==> src/rtl/bf_bus_ctrl.sv <==
// bf_bus_ctrl: serialises BF CPU memory/IO requests into byte phases on an 8-bit rdy/ack bus.
// Optional feature: define BF_BUS_ADDR_CACHE_EN to skip the ADDR phases when the data address repeats.
module bf_bus_ctrl #(
  parameter int SYNC_STAGES = 2
) (
  input  logic        clk,
  input  logic        rst_n,
  input  logic [23:0] addr,
  input  logic [7:0]  data_in,
  output logic [7:0]  data_out,
  input  logic        mreq,
  input  logic [2:0]  mtype,
  output logic        mdone,
  input  logic        ack,
  output logic        rdy,
  output logic [1:0]  bus_ctrl,
  input  logic [7:0]  bus_in,
  output logic [7:0]  bus_out
);

  localparam logic [2:0] S_IDLE  = 3'd0;
  localparam logic [2:0] S_CMD   = 3'd1;
  localparam logic [2:0] S_ADDR0 = 3'd2;
  localparam logic [2:0] S_ADDR1 = 3'd3;
  localparam logic [2:0] S_ADDR2 = 3'd4;
  localparam logic [2:0] S_XFER  = 3'd5;
  localparam logic [2:0] S_DONE  = 3'd6;

  localparam logic [1:0] CTRL_CMD   = 2'b00;
  localparam logic [1:0] CTRL_ADDR  = 2'b01;
  localparam logic [1:0] CTRL_WRITE = 2'b10;
  localparam logic [1:0] CTRL_READ  = 2'b11;

  localparam logic [2:0] T_PROGN = 3'd0;
  localparam logic [2:0] T_PROGP = 3'd1;
  localparam logic [2:0] T_RDATA = 3'd2;
  localparam logic [2:0] T_WDATA = 3'd3;
  localparam logic [2:0] T_RCHAR = 3'd4;
  localparam logic [2:0] T_WCHAR = 3'd5;

  logic [2:0]             state;
  logic                   armed;
  logic [2:0]             type_q;
  logic [23:0]            addr_q;
  logic [7:0]             wdata_q;
  logic [SYNC_STAGES-1:0] ack_sync;
  logic                   ack_s;
  logic                   addr_hit;
  logic                   has_addr;
  logic                   is_read;
  logic                   is_write;
  logic [1:0]             xfer_ctrl;
  logic [7:0]             xfer_out;

  assign ack_s     = ack_sync[SYNC_STAGES-1];
  assign has_addr  = (type_q == T_RDATA) || (type_q == T_WDATA);
  assign is_write  = (type_q == T_WDATA) || (type_q == T_WCHAR);
  assign is_read   = (type_q == T_PROGN) || (type_q == T_PROGP) ||
                     (type_q == T_RDATA) || (type_q == T_RCHAR);
  assign xfer_ctrl = is_write ? CTRL_WRITE : CTRL_READ;
  assign xfer_out  = is_write ? wdata_q : 8'h00;

  always_ff @(posedge clk or negedge rst_n) begin
    if (!rst_n) ack_sync <= '0;
    else        ack_sync <= {ack_sync[SYNC_STAGES-2:0], ack};
  end

`ifdef BF_BUS_ADDR_CACHE_EN
  logic [23:0] last_addr;
  logic        addr_valid;

  // The cache is only refreshed once the last ADDR byte has been fully handshaken.
  always_ff @(posedge clk or negedge rst_n) begin
    if (!rst_n) begin
      last_addr  <= '0;
      addr_valid <= 1'b0;
    end else if (state == S_ADDR2 && !rdy && !ack_s) begin
      last_addr  <= addr_q;
      addr_valid <= 1'b1;
    end
  end

  assign addr_hit = addr_valid && (addr_q == last_addr);
`else
  assign addr_hit = 1'b0;
`endif

  // rdy doubles as the handshake sub-phase: high waits for ack rise, low waits for ack fall.
  always_ff @(posedge clk or negedge rst_n) begin
    if (!rst_n) begin
      state    <= S_IDLE;
      armed    <= 1'b1;
      type_q   <= '0;
      addr_q   <= '0;
      wdata_q  <= '0;
      rdy      <= 1'b0;
      mdone    <= 1'b0;
      bus_ctrl <= CTRL_CMD;
      bus_out  <= '0;
      data_out <= '0;
    end else begin
      mdone <= 1'b0;
      if (!mreq) armed <= 1'b1;
      case (state)
        S_IDLE: begin
          if (mreq && armed && !ack_s) begin
            type_q   <= mtype;
            addr_q   <= addr;
            wdata_q  <= data_in;
            bus_out  <= {5'b0, mtype};
            bus_ctrl <= CTRL_CMD;
            rdy      <= 1'b1;
            state    <= S_CMD;
          end
        end
        S_DONE: state <= S_IDLE;
        default: begin
          if (rdy) begin
            if (ack_s) begin
              rdy <= 1'b0;
              if (bus_ctrl == CTRL_READ) data_out <= bus_in;
            end
          end else if (!ack_s) begin
            case (state)
              S_CMD: begin
                if (has_addr && !addr_hit) begin
                  bus_out  <= addr_q[7:0];
                  bus_ctrl <= CTRL_ADDR;
                  rdy      <= 1'b1;
                  state    <= S_ADDR0;
                end else if (is_read || is_write) begin
                  bus_out  <= xfer_out;
                  bus_ctrl <= xfer_ctrl;
                  rdy      <= 1'b1;
                  state    <= S_XFER;
                end else begin
                  mdone <= 1'b1;
                  armed <= 1'b0;
                  state <= S_DONE;
                end
              end
              S_ADDR0: begin
                bus_out  <= addr_q[15:8];
                bus_ctrl <= CTRL_ADDR;
                rdy      <= 1'b1;
                state    <= S_ADDR1;
              end
              S_ADDR1: begin
                bus_out  <= addr_q[23:16];
                bus_ctrl <= CTRL_ADDR;
                rdy      <= 1'b1;
                state    <= S_ADDR2;
              end
              S_ADDR2: begin
                bus_out  <= xfer_out;
                bus_ctrl <= xfer_ctrl;
                rdy      <= 1'b1;
                state    <= S_XFER;
              end
              S_XFER: begin
                mdone <= 1'b1;
                armed <= 1'b0;
                state <= S_DONE;
              end
              default: state <= S_IDLE;
            endcase
          end
        end
      endcase
    end
  end

endmodule

==> config.mk <==
export PLATFORM = sky130hd
export DESIGN_NAME = bf_bus_ctrl
export DESIGN_NICKNAME = d
export VERILOG_FILES = /design/src/rtl/bf_bus_ctrl.sv
export SDC_FILE = /design/constraint.sdc
export NUM_CORES = 1
export LEC_CHECK = 0
export ABC_AREA = 1
export BUFFER_PORTS_ARGS = -buffer_cell sky130_fd_sc_hd__buf_4
export CORE_MARGIN = 5
export CORE_UTILIZATION = 40
export CTS_CLUSTER_SIZE = 24
export DETAILED_ROUTE_END_ITERATION = 7
export GPL_ROUTABILITY_DRIVEN = 1
export GPL_TIMING_DRIVEN = 0
export SYNTH_ARGS = -nofsm -noshare
export SYNTH_HDL_FRONTEND = slang
export SYNTH_SLANG_ARGS = --single-unit
==> constraint.sdc <==
create_clock -name clk -period 1.9 [get_ports clk]
set_input_delay 0.38 -clock clk [delete_from_list [all_inputs] [get_ports clk]]
set_output_delay 0.38 -clock clk [all_outputs]
set_load 0.1 [all_outputs]
==> Word level (Yosys, flattened, before mapping) <==
Cells that the tools add are included.
{ "totals": {"reg_bits": 61, "in_bits": 47, "out_inout_bits": 20} }
{ "classes": {"eq_ne": 18, "mux": 44, "n_bitwise": 2, "n_reduce_logical": 22} }
{ "ops": {"columns": ["op", "count"], "rows": [
  ["$mux W8", 6],
  ["$pmux W8 S4", 1],
  ["$mux W1", 18],
  ["$pmux W8 S2", 1],
  ["$eq A3 B3 Y1 const B", 5],
  ["$pmux W3 S5", 1],
  ["$eq A3 B2 Y1 const B", 4],
  ["$mux W2", 6],
  ["$mux W3", 4],
  ["$reduce_and A6 Y1", 2],
  ["$pmux W1 S2", 4],
  ["$eq A3 B1 Y1 const B", 2],
  ["$logic_not A3 Y1", 2],
  ["$logic_or A1 B1 Y1", 6],
  ["$ne A3 B1 Y1 const B", 2],
  ["$pmux W2 S3", 1],
  ["$pmux W3 S2", 1],
  ["$reduce_bool A5 Y1", 1],
  ["$ne A2 B1 Y1 const B", 2],
  ["$ne A4 B3 Y1 const B", 1],
  ["$pmux W2 S2", 1],
  ["$reduce_and A2 Y1", 2],
  ["$reduce_and A4 Y1", 1],
  ["$reduce_bool A4 Y1", 1],
  ["other kinds (8)", 11]
]} }

==> Depth between registers and ports, before layout <==
{ "depth": {"ltp_word": 11, "mapped_depth": 10, "ltp_nobuf": 9} }

==> Worst setup path before layout <==
No wires, ideal clock.
{ "synth_timing": {"path_type": "register to register", "startpoint": "register rdy", "endpoint": "register data_out[6]", "setup_time_ps": 122, "arrival_ps": 1786, "t_required_ps": 1778, "setup_slack_ps": -9, "stages_incl_launch_ff": 7, "n_path_buf": 1, "synth_period_minus_slack_ps": 1909, "path_cell_list": "dfrtp_1 inv_1 nor2_4 nand4_4 buf_6 nand2_1 o21ai_2"} }
{ "synth_between": {"elab_chain_len": 1} }
{ "synth_rtl": {"columns": ["element", "line_no", "rtl"], "rows": [
  ["from (decl)", "15", "output logic rdy,"],
  ["from (signal assigned)", "96", "rdy <= 1'b0;"],
  ["from (signal assigned)", "112", "rdy <= 1'b1;"],
  ["from (signal assigned)", "120", "rdy <= 1'b0;"],
  ["$reduce_and A4 Y1 (no source line)", null, null],
  ["to (signal assigned)", "121", "if (bus_ctrl == CTRL_READ) data_out <= bus_in;"],
  ["to (decl)", "10", "output logic [7:0] data_out,"]
]} }
Every way passes these cells.
A chain may end at the register's enable or synchronous reset.

==> Worst setup path in the final report <==
{ "layout_timing": {"startpoint": "register type_q[1]", "endpoint": "register bus_out[1]"} }
{ "layout_between": {"elab_chain_len": 9} }
{ "layout_rtl": {"columns": ["element", "line_no", "rtl"], "rows": [
  ["from (decl)", "43", "logic [2:0] type_q;"],
  ["from (signal assigned)", "107", "type_q <= mtype;"],
  ["$eq A3 B2 Y1 or $eq A3 B3 Y1 (tied branches)", "56, 57", null],
  ["$logic_or A1 B1 Y1", "57", "assign is_write = (type_q == T_WDATA) || (type_q == T_WCHAR);"],
  ["$mux W8", "61", "assign xfer_out = is_write ? wdata_q : 8'h00;"],
  ["$mux W8", "131", "end else if (is_read || is_write) begin"],
  ["$mux W8", "126", "if (has_addr && !addr_hit) begin"],
  ["$pmux W8 S4", "124", "case (state)"],
  ["$mux W8", "123", "end else if (!ack_s) begin"],
  ["$mux W8", "118", "if (rdy) begin"],
  ["$pmux W8 S2", "104", "case (state)"],
  ["to (signal assigned)", "110", "bus_out <= {5'b0, mtype};"],
  ["to (signal assigned)", "127", "bus_out <= addr_q[7:0];"],
  ["to (signal assigned)", "132", "bus_out <= xfer_out;"],
  ["to (decl)", "18", "output logic [7:0] bus_out"]
]} }
Parallel ways exist; a longest one is shown, timed or not. The select of a mux whose other input is x is not followed.

==> flow_summary.toml <==
[setup_path]
required_ps = 2180
r2r_setup_slack_ps = 120
reg2reg_depth = 8
arrival_ps = 2060
crit_path_start_kind = "flip-flop"
crit_chain = "inv_1, nor2_1, nand3_1, nor2_1, nor2_1, nand2_1, nand2_1, nand2_1"
cp_slowest_stage_delay_ps = 430
r2r_start = "type_q[1]"
critPathCaptureType = "flip-flop"
reg2reg_to = "bus_out[1]"
cp_max_fo = 6
crit_type = "reg -> reg"
crit_start = "type_q[1]"
slowest_stage = "dfrtp_1"

[cells_and_area]
stdcell_area_sq_um = 3900
finalNonFillerCells = 512
layout-drive-gt1-share_pct = 34.1
fin_nets = 455
regArea_sq_um = 1530
syn2layout_area_growth_pct = 28.5
multi_input_area_sq_um = 1300
fillCellCount = 689
antenna_cells = 0

[routing]
ant_nets = 0
drtIter0Drc = 158
avgViaCountPerCell = 4.78
drc = 0
via_count = 2445
wl_microns = 7560
drtPass1Iterations = 4
avgRoutedWirePerCell_microns = 14.8

[pwr]
p_leak_nw = 2.08
power-per-cell-area_nw_per_um2 = 2060
peakVddDrop_v = 0.00116

[sta]
rsz0062_at_grt = "false"
drv_slew = 0
period_needed_ps = 1780
fmax_mhz = 561
setup_viol = 0
slew_headroom_pct = 49.6
totalNegativeSetupSlack_ps = 0
fin_worst_skew_ps = 11.2
worst_pin_slew_ps = 755
setup_ws_ps = 118
finalHoldViolations = 0
whs_ps = 111
fin_crit_sh_pct = 93.8

[run_status]
status = "completed"

[clock_network]
clk_path_buf_depth = 2
cts_tree = "built"
cts_resized = 0
clockRootBuffer = "clkbuf_8"
cts.htree.levels = 3
cts_inserted_buffers = 9
cts_num_sinks = 61
postCtsSetupRepairBufs = 0
clk_latency_ps = 350
hold_buffers = 0
clkTransAtPathRegs_ps = 70

[placed_design]
place_area_sq_um = 3660
dp_hpwl_microns = 5670
io_buffers = 66
post-place-ws_ps = 173
placedCellCount = 496
globalplace.congestion = 0.845

[global_routing]
grt_antenna_before_repair = 0
gr-total-overflow = 0
grt_pass1_vias = 2504
grt_start_max_net_pins = 62
track_usage_pct = 16.7
grt_pass1_wl_microns = 12400

[yosys]
synth_fp_nets = 378
synth-edff-count = 0
yosys_warnings = 0
postSynthCellCount = 331
avgSynthCellArea_sq_um = 9.17
synthArstFlopShare_pct = 100
ys_ff_latch = 61
synth_flop_cell = "dfrtp_1"
synth_area_sq_um = 3040
synth.distinct_cells = 29
yosysSeqAreaShare_pct = 50.3

[flow_run]
maxCapViolations = 0

[floorplanning]
core_area_sq_um = 7330
io-pin-count = 67
dieArea_sq_um = 9430
die_w_microns = 97.1
die_y_microns = 97.1
row_count = 31
initial_core_util_pct = 41.4

[worst_hold_path]
hp-class = "in -> async"
layout by cell type (no fill, tap or decap), types with 3 or more instances in the layout:
| cell | n |
|---|---|
| nor2_2 | 4 |
| inv_1 | 31 |
| nand2_2 | 5 |
| a21oi_1 | 19 |
| nand2_1 | 74 |
| o21ai_1 | 7 |
| mux2_4 | 19 |
| clkbuf_8 | 13 |
| buf_4 | 68 |
| nor2_1 | 42 |
| o21ai_2 | 8 |
| buf_6 | 4 |
| nand3_1 | 29 |
| o21ai_0 | 5 |
| dfrtp_1 | 59 |
| inv_2 | 3 |
area by class of cell:
class / instances / share of cell area, %
sequential: 61 / 39.2
multi-input combinational: 226 / 33.3
timing repair buffer: 66 / 12.7
clock buffer: 13 / 4.59
inverter: 36 / 3.59
tap: 99 / 3.18
buffer: 8 / 1.80
clock inverter: 3 / 1.67
worst max-delay path, delay by kind of cell (launching register included):
kind | cells | cell delay [ps]
buffers and inverters | 1 | 130
and+or+nand+nor | 7 | 1160
DFF | 1 | 430
worst max path at each step:
stage / end / slack (ps) / cells past startpoint
after floorplan: data_out[6] / 270 / 4
after global placement: bus_out[1] / 180 / 8
after detailed placement: bus_out[1] / 170 / 8
after CTS: bus_out[1] / 150 / 8
after global routing: bus_out[1] / 40 / 8
final: bus_out[1] / 120 / 8
routing by layer:
layer  global-route usage (%)  share of wire (%)  vias to the layer above
met5                        0                  0                        -
met2                     26.2                 47                       62
met3                     3.52                3.5                       12
met4                     7.67                2.3                        0
li1                         -                  -                     1221
met1                     22.2                 47                     1150
metrics by stage:
step	utilization [%]	total power, mW
global placement	49.9	6.63
floorplan	-	5.62
global route	53.2	8.51
finish	53.2	8.02
detailed placement	49.9	6.68
CTS	53.2	8.09
state kept, by name, indices dropped and copies added (netlist names):
name	cells
addr_q	24
bus_out	8
data_out	8
wdata_q	8
state	3
type_q	3
ack_sync	2
bus_ctrl	2
armed	1
mdone	1
rdy	1
where the power goes:
group	leakage, nW	switching [mW]	internal (mW)
sequential	0.720	0.411	1.91
combinational	1.24	3.01	1.31
clock	0.126	0.504	0.880
total	2.08	3.92	4.10
cell usage after synthesis (5+ instances only):
library cell / count / area [sq um]
inv_1: 31 / 116
o21ai_1: 7 / 35.0
nand2_2: 5 / 31.3
mux2_4: 19 / 285
nand2_1: 74 / 278
o21ai_0: 5 / 25.0
a21oi_1: 19 / 95.1
nor2_1: 42 / 158
nand3_1: 29 / 145
o21ai_2: 8 / 70.1
dfrtp_1: 60 / 1500
kinds of logic (layout without fill, tap and decap cells):
| logic type | Yosys count | in the layout | synth area share [%] |
|---|---|---|---|
| AND/OR/NAND/NOR | 164 | 164 | 24.8 |
| flip-flops | 61 | 61 | 50.3 |
| buffers and inverters | 44 | 126 | 6.92 |
| AO/OA/AOI/OAI | 42 | 42 | 8.16 |
| multiplexers | 20 | 20 | 9.77 |
Note: power is estimated with default switching activity, not from simulation.
